<file path="src/rtl/ciccio_arbiter.sv">
// ----------------------------------------------------------------------------
// ciccio_arbiter
// Two-requester round-robin arbiter and sequencer for the ciccio 2:1 select
// datapath. Grants the single output lane to one requester at a time in
// bursts. A burst ends on an accepted last beat, when the granted requester
// drops its request, or on a forced yield: MAX_BURST beats accepted while the
// other requester is waiting. A priority pointer breaks ties from IDLE and
// always points at the requester that did not hold the most recent grant.
//
// Parameters
//   MAX_BURST    beats per grant before yielding to a waiting requester (>=1)
//   CNT_W        width of io_beat_cnt, 2**CNT_W > MAX_BURST
//
// Ports
//   clk            in   clock, rising edge
//   reset          in   synchronous active-low reset
//   io_req0/1      in   requester 0/1 wants the lane
//   io_in0/1       in   data bit of requester 0/1
//   io_last0/1     in   current beat of requester 0/1 ends its burst
//   io_out_ready   in   consumer accepts a beat this cycle
//   io_gnt0/1      out  registered grant, one-hot or both 0
//   io_sel         out  registered mux select (0 = in0, 1 = in1)
//   io_out         out  muxed data bit, combinational from io_sel and inputs
//   io_out_valid   out  granted requester's request, combinational
//   io_beat_cnt    out  beats accepted in the current grant, saturating
// ----------------------------------------------------------------------------
module ciccio_arbiter #(
   parameter int MAX_BURST = 4,
   parameter int CNT_W     = 3
) (
   input  logic             clk,
   input  logic             reset,
   input  logic             io_req0,
   input  logic             io_req1,
   input  logic             io_in0,
   input  logic             io_in1,
   input  logic             io_last0,
   input  logic             io_last1,
   input  logic             io_out_ready,
   output logic             io_gnt0,
   output logic             io_gnt1,
   output logic             io_sel,
   output logic             io_out,
   output logic             io_out_valid,
   output logic [CNT_W-1:0] io_beat_cnt
);

   typedef enum logic [1:0] {
      IDLE = 2'd0,
      G0   = 2'd1,
      G1   = 2'd2
   } state_t;

   localparam logic [CNT_W-1:0] MAX_C = CNT_W'(MAX_BURST);

   // Saturating increment of the beat counter.
   function automatic logic [CNT_W-1:0] sat_inc(input logic [CNT_W-1:0] v);
      if (v == {CNT_W{1'b1}}) begin
         sat_inc = v;
      end else begin
         sat_inc = v + CNT_W'(1);
      end
   endfunction

   state_t           state_r;
   state_t           next_state_s;
   logic             prio_r;
   logic             gnt0_r;
   logic             gnt1_r;
   logic             sel_r;
   logic [CNT_W-1:0] cnt_r;

   logic             cur_req_s;
   logic             oth_req_s;
   logic             cur_last_s;
   logic             cur_id_s;
   logic             granted_s;
   logic             fire_s;
   logic [CNT_W-1:0] cnt_inc_s;
   logic             grant_end_s;

   // Views of the current grant holder and the other requester.
   always_comb begin
      cur_req_s  = 1'b0;
      oth_req_s  = 1'b0;
      cur_last_s = 1'b0;
      cur_id_s   = 1'b0;
      granted_s  = 1'b0;
      case (state_r)
         G0: begin
            cur_req_s  = io_req0;
            oth_req_s  = io_req1;
            cur_last_s = io_last0;
            cur_id_s   = 1'b0;
            granted_s  = 1'b1;
         end
         G1: begin
            cur_req_s  = io_req1;
            oth_req_s  = io_req0;
            cur_last_s = io_last1;
            cur_id_s   = 1'b1;
            granted_s  = 1'b1;
         end
         default: begin
            cur_req_s  = 1'b0;
            oth_req_s  = 1'b0;
            cur_last_s = 1'b0;
            cur_id_s   = 1'b0;
            granted_s  = 1'b0;
         end
      endcase
   end

   // Beat acceptance and end-of-grant detection.
   always_comb begin
      fire_s    = cur_req_s & io_out_ready;
      cnt_inc_s = sat_inc(cnt_r);
      // Release (request dropped) can never coincide with a fire since the
      // valid is the request itself.
      grant_end_s = granted_s &
                    ((fire_s & cur_last_s) |
                     (~cur_req_s) |
                     (fire_s & (cnt_inc_s == MAX_C) & oth_req_s));
   end

   // Next-state selection: from IDLE by request/priority, from a grant by
   // handing over to a waiting requester first, then a new own burst.
   always_comb begin
      next_state_s = state_r;
      case (state_r)
         IDLE: begin
            if (io_req0 && io_req1) begin
               next_state_s = prio_r ? G1 : G0;
            end else if (io_req0) begin
               next_state_s = G0;
            end else if (io_req1) begin
               next_state_s = G1;
            end else begin
               next_state_s = IDLE;
            end
         end
         G0, G1: begin
            if (!grant_end_s) begin
               next_state_s = state_r;
            end else if (oth_req_s) begin
               next_state_s = (state_r == G0) ? G1 : G0;
            end else if (cur_req_s) begin
               next_state_s = state_r;
            end else begin
               next_state_s = IDLE;
            end
         end
         default: begin
            next_state_s = IDLE;
         end
      endcase
   end

   // Arbiter FSM with registered grant, select, priority and beat count.
   always_ff @(posedge clk) begin
      if (!reset) begin
         state_r <= IDLE;
         prio_r  <= 1'b0;
         gnt0_r  <= 1'b0;
         gnt1_r  <= 1'b0;
         sel_r   <= 1'b0;
         cnt_r   <= {CNT_W{1'b0}};
      end else begin
         state_r <= next_state_s;
         gnt0_r  <= (next_state_s == G0);
         gnt1_r  <= (next_state_s == G1);
         // Select follows the grant; in IDLE it keeps its last value.
         if (next_state_s == G0) begin
            sel_r <= 1'b0;
         end else if (next_state_s == G1) begin
            sel_r <= 1'b1;
         end else begin
            sel_r <= sel_r;
         end
         if (grant_end_s) begin
            prio_r <= ~cur_id_s;
            cnt_r  <= {CNT_W{1'b0}};
         end else if (fire_s) begin
            prio_r <= prio_r;
            cnt_r  <= cnt_inc_s;
         end else begin
            prio_r <= prio_r;
            cnt_r  <= cnt_r;
         end
      end
   end

   assign io_gnt0      = gnt0_r;
   assign io_gnt1      = gnt1_r;
   assign io_sel       = sel_r;
   assign io_beat_cnt  = cnt_r;
   assign io_out_valid = cur_req_s;
   assign io_out       = sel_r ? io_in1 : io_in0;

endmodule

</file>
<file path="config.mk">
export PLATFORM = sky130hd
export DESIGN_NAME = ciccio_arbiter
export DESIGN_NICKNAME = d
export VERILOG_FILES = /design/src/rtl/ciccio_arbiter.sv
export SDC_FILE = /design/constraint.sdc
export NUM_CORES = 1
export LEC_CHECK = 0
export CORE_AREA = 2 2 40 42
export CTS_CLUSTER_SIZE = 25
export DETAILED_ROUTE_END_ITERATION = 16
export DIE_AREA = 0 0 42 44
export GPL_ROUTABILITY_DRIVEN = 0
export PLACE_DENSITY = 0.85
export SYNTH_ARGS = -nofsm -noshare
export SYNTH_HDL_FRONTEND = slang
export SYNTH_SLANG_ARGS = --single-unit
</file>
<file path="constraint.sdc">
create_clock -name clk -period 3.1 [get_ports clk]
set_clock_uncertainty 0.05 [all_clocks]
set_input_delay 0.465 -clock clk [delete_from_list [all_inputs] [get_ports clk]]
set_output_delay 0.465 -clock clk [all_outputs]
set_load 0.03 [all_outputs]
</file>
==> run metrics <==
status=finished clean; final setup fails=0; 1st-pass router iterations=4; hold crit path type=reg2reg; Antenna Nets Post-Route=0; register bit total from synthesis=9; Worst EP arrival=2.17 ns; Final Hold Viols=0; cell mode on critical path=inv_1; final HPWL from detailed placement=1100 um; largest net degree at the start of global routing=8; Cell Rows=14; RSZ-0062 raised after global routing=no; Yosys warnings=0; total CTS buffers=3; Synth Area per Inst=8.27 sq um; CTS sink count=9; Max Slew Vio Count=0; fin crit share=86.8%; Fillers=139; Clock Latency Late Sink=0.26 ns; die width=42 um; DRT Wirelength=1400 um; fmax=372 MHz; CTS clock-pin slew for the worst setup and hold paths=0.06 ns; post-layout minimum cycle time=2.69 ns; Worst-Margin Slew=0.371 ns; clk buf depth=2; slowest stage cell, crit path=clkdlybuf4s50_1; IR drop worst, VDD=0.290 mV; Seq/Total Area, Yosys=29.4%; DR vias=615; CP Capture Type=output pin; Slew HR=75.2%; starting density of the core=43.1%; DRC violations left=0; multi-input logic area=413 sq um; number of diodes=0; Hold-fix buffers, CTS=0; die area=0.00185 sq mm; PD cells=412 mW/mm^2; post-CTS setup buffer count=0; Max-cap violations=0; Via-to-Cell Ratio=5.59; Clock Root Buffer=clkbuf_4; GRT overflow=0; Syn-to-layout area delta=33.9%; register area=180 sq um; post-cts sizing count=0; unique cell type count in the Yosys netlist=28; IO Count=17; input/output buffers=16; CTS tree=yes; initial antenna violation count=0; max incr delay on CP=0.71 ns; critical path required time=2.58 ns; number of global-route vias before repair=597; Syn Std Cell Area=612 sq um; H-tree levels=1; Final Util=57.8%; Pleak=0.000340 uW; Initial DRC Count=5; WL/cell=12.7 um; CP Max Fanout=7; Setup CP Type=reg2out; core footprint=0.00142 sq mm; critical path cell sequence=inv_1 -> ha_1 -> inv_1 -> nor2_1 -> clkdlybuf4s50_1; layout net count=109; first-pass GRT wire length=2470 um; hold_ws=0.522 ns; CP startpoint kind=flop; syn nets=88; die height=44 um; gr usage total=17.3%; Setup TNS=0 ns; Post-Syn Instances=74; share of cells above drive strength 1=8.51%
synthesized netlist by cell type:
library cell	instances	area (sq um)
a21o_1	1	7.51
a21oi_1	3	15.0
a22o_1	3	26.3
a22oi_1	1	7.51
a31o_1	1	8.76
a31oi_1	4	25.0
and2_1	3	18.8
and2_4	1	8.76
and4bb_1	2	25.0
and4bb_2	1	12.5
dfxtp_1	9	180
ha_1	5	62.6
inv_1	5	18.8
mux2_2	1	11.3
mux2i_1	1	10.0
nand2_1	7	26.3
nand2b_1	1	6.26
nand3_1	1	5.00
nor2_1	10	37.5
nor3_1	2	10.0
nor4bb_1	1	10.0
o211a_2	1	10.0
o211ai_1	2	15.0
o21ai_0	4	20.0
o221ai_1	1	8.76
o311a_1	1	10.0
or3_1	1	6.26
xor2_1	1	8.76
power breakdown:
part | leakage (uW) | switching, uW | internal [uW] | total, uW
Sequential | 0.0000734 | 8.01 | 126 | 134
Clock | 0.0000177 | 43.6 | 47.7 | 91.3
Combinational | 0.000248 | 61.9 | 50.6 | 113
per-layer routing:
| metal | part of all wire, % | GRT usage [%] | vias up |
|---|---|---|---|
| met2 | 52 | 32.5 | 12 |
| li1 | - | - | 312 |
| met3 | 3.1 | 5.00 | 4 |
| met5 | 0 | 0 | - |
| met4 | 1.6 | 3.87 | 0 |
| met1 | 43 | 19.3 | 287 |
cells in the final DEF (no fill, tap or decap), types with 2 or more instances in the layout:
master / count
dfxtp_1: 9
o211ai_1: 2
nor2_1: 10
nand2_1: 7
and4bb_1: 2
inv_1: 5
clkdlybuf4s50_1: 16
a31oi_1: 4
o21ai_0: 4
a22o_1: 3
and2_1: 3
a21oi_1: 3
clkbuf_4: 3
nor3_1: 2
ha_1: 5
path summary, 6_finish.rpt:
path	start	end	slack [ns]	cells past startpoint
hold / removal	io_beat_cnt[1]$_SDFFE_PP0P_	io_beat_cnt[1]$_SDFFE_PP0P_	0.52	2
setup / recovery	state_r[1]$_SDFF_PN0_	io_out_valid	0.41	5
hold reg to reg	io_beat_cnt[1]$_SDFFE_PP0P_	io_beat_cnt[1]$_SDFFE_PP0P_	0.52	2
setup reg to reg	io_beat_cnt[0]$_SDFFE_PP0P_	io_sel$_SDFFE_PP0N_	0.77	7
area by class of cell:
class,count,area share (%)
multi-input combinational,60,50.4
sequential,9,22.0
timing repair buffer,16,19.5
clock buffer,3,2.75
tap,16,2.44
inverter,5,2.29
clock inverter,1,0.611
cell families (layout without fill, tap and decap cells):
logic type / after synthesis / after routing / synth area share [%]
simple gates: 30 / 30 / 27.2
flops: 9 / 9 / 29.4
buf+inv: 5 / 25 / 3.07
xor+xnor: 1 / 1 / 1.43
mux: 2 / 2 / 3.48
fa+ha+maj: 5 / 5 / 10.2
compound gates: 22 / 22 / 25.2
state kept, by name, summed over array words and instances (netlist names):
signal / count
state_r: 2
prio_r: 1
io_beat_cnt: 3
io_gnt1: 1
io_gnt0: 1
io_sel: 1
through the flow:
| step | worst slack (ns) | cells | total power, uW | cell area, sq um |
|---|---|---|---|---|
| CTS | 0.430 | 110 | 341 | 820 |
| detailed placement | 0.504 | 106 | 248 | 792 |
| global route | 0.293 | 110 | 359 | 820 |
| floorplan | 0.744 | 74 | 208 | 612 |
| finish | 0.410 | 110 | 338 | 820 |
| global placement | 0.543 | 106 | 246 | 792 |
critical path, delay by kind of cell (launching register included):
family,cells,cell delay [ns]
DFF,1,0.38
and+or+nand+nor,1,0.21
buffers and inverters,3,0.91
adders and majority gates,1,0.41
(Power assumes the default switching activity.)
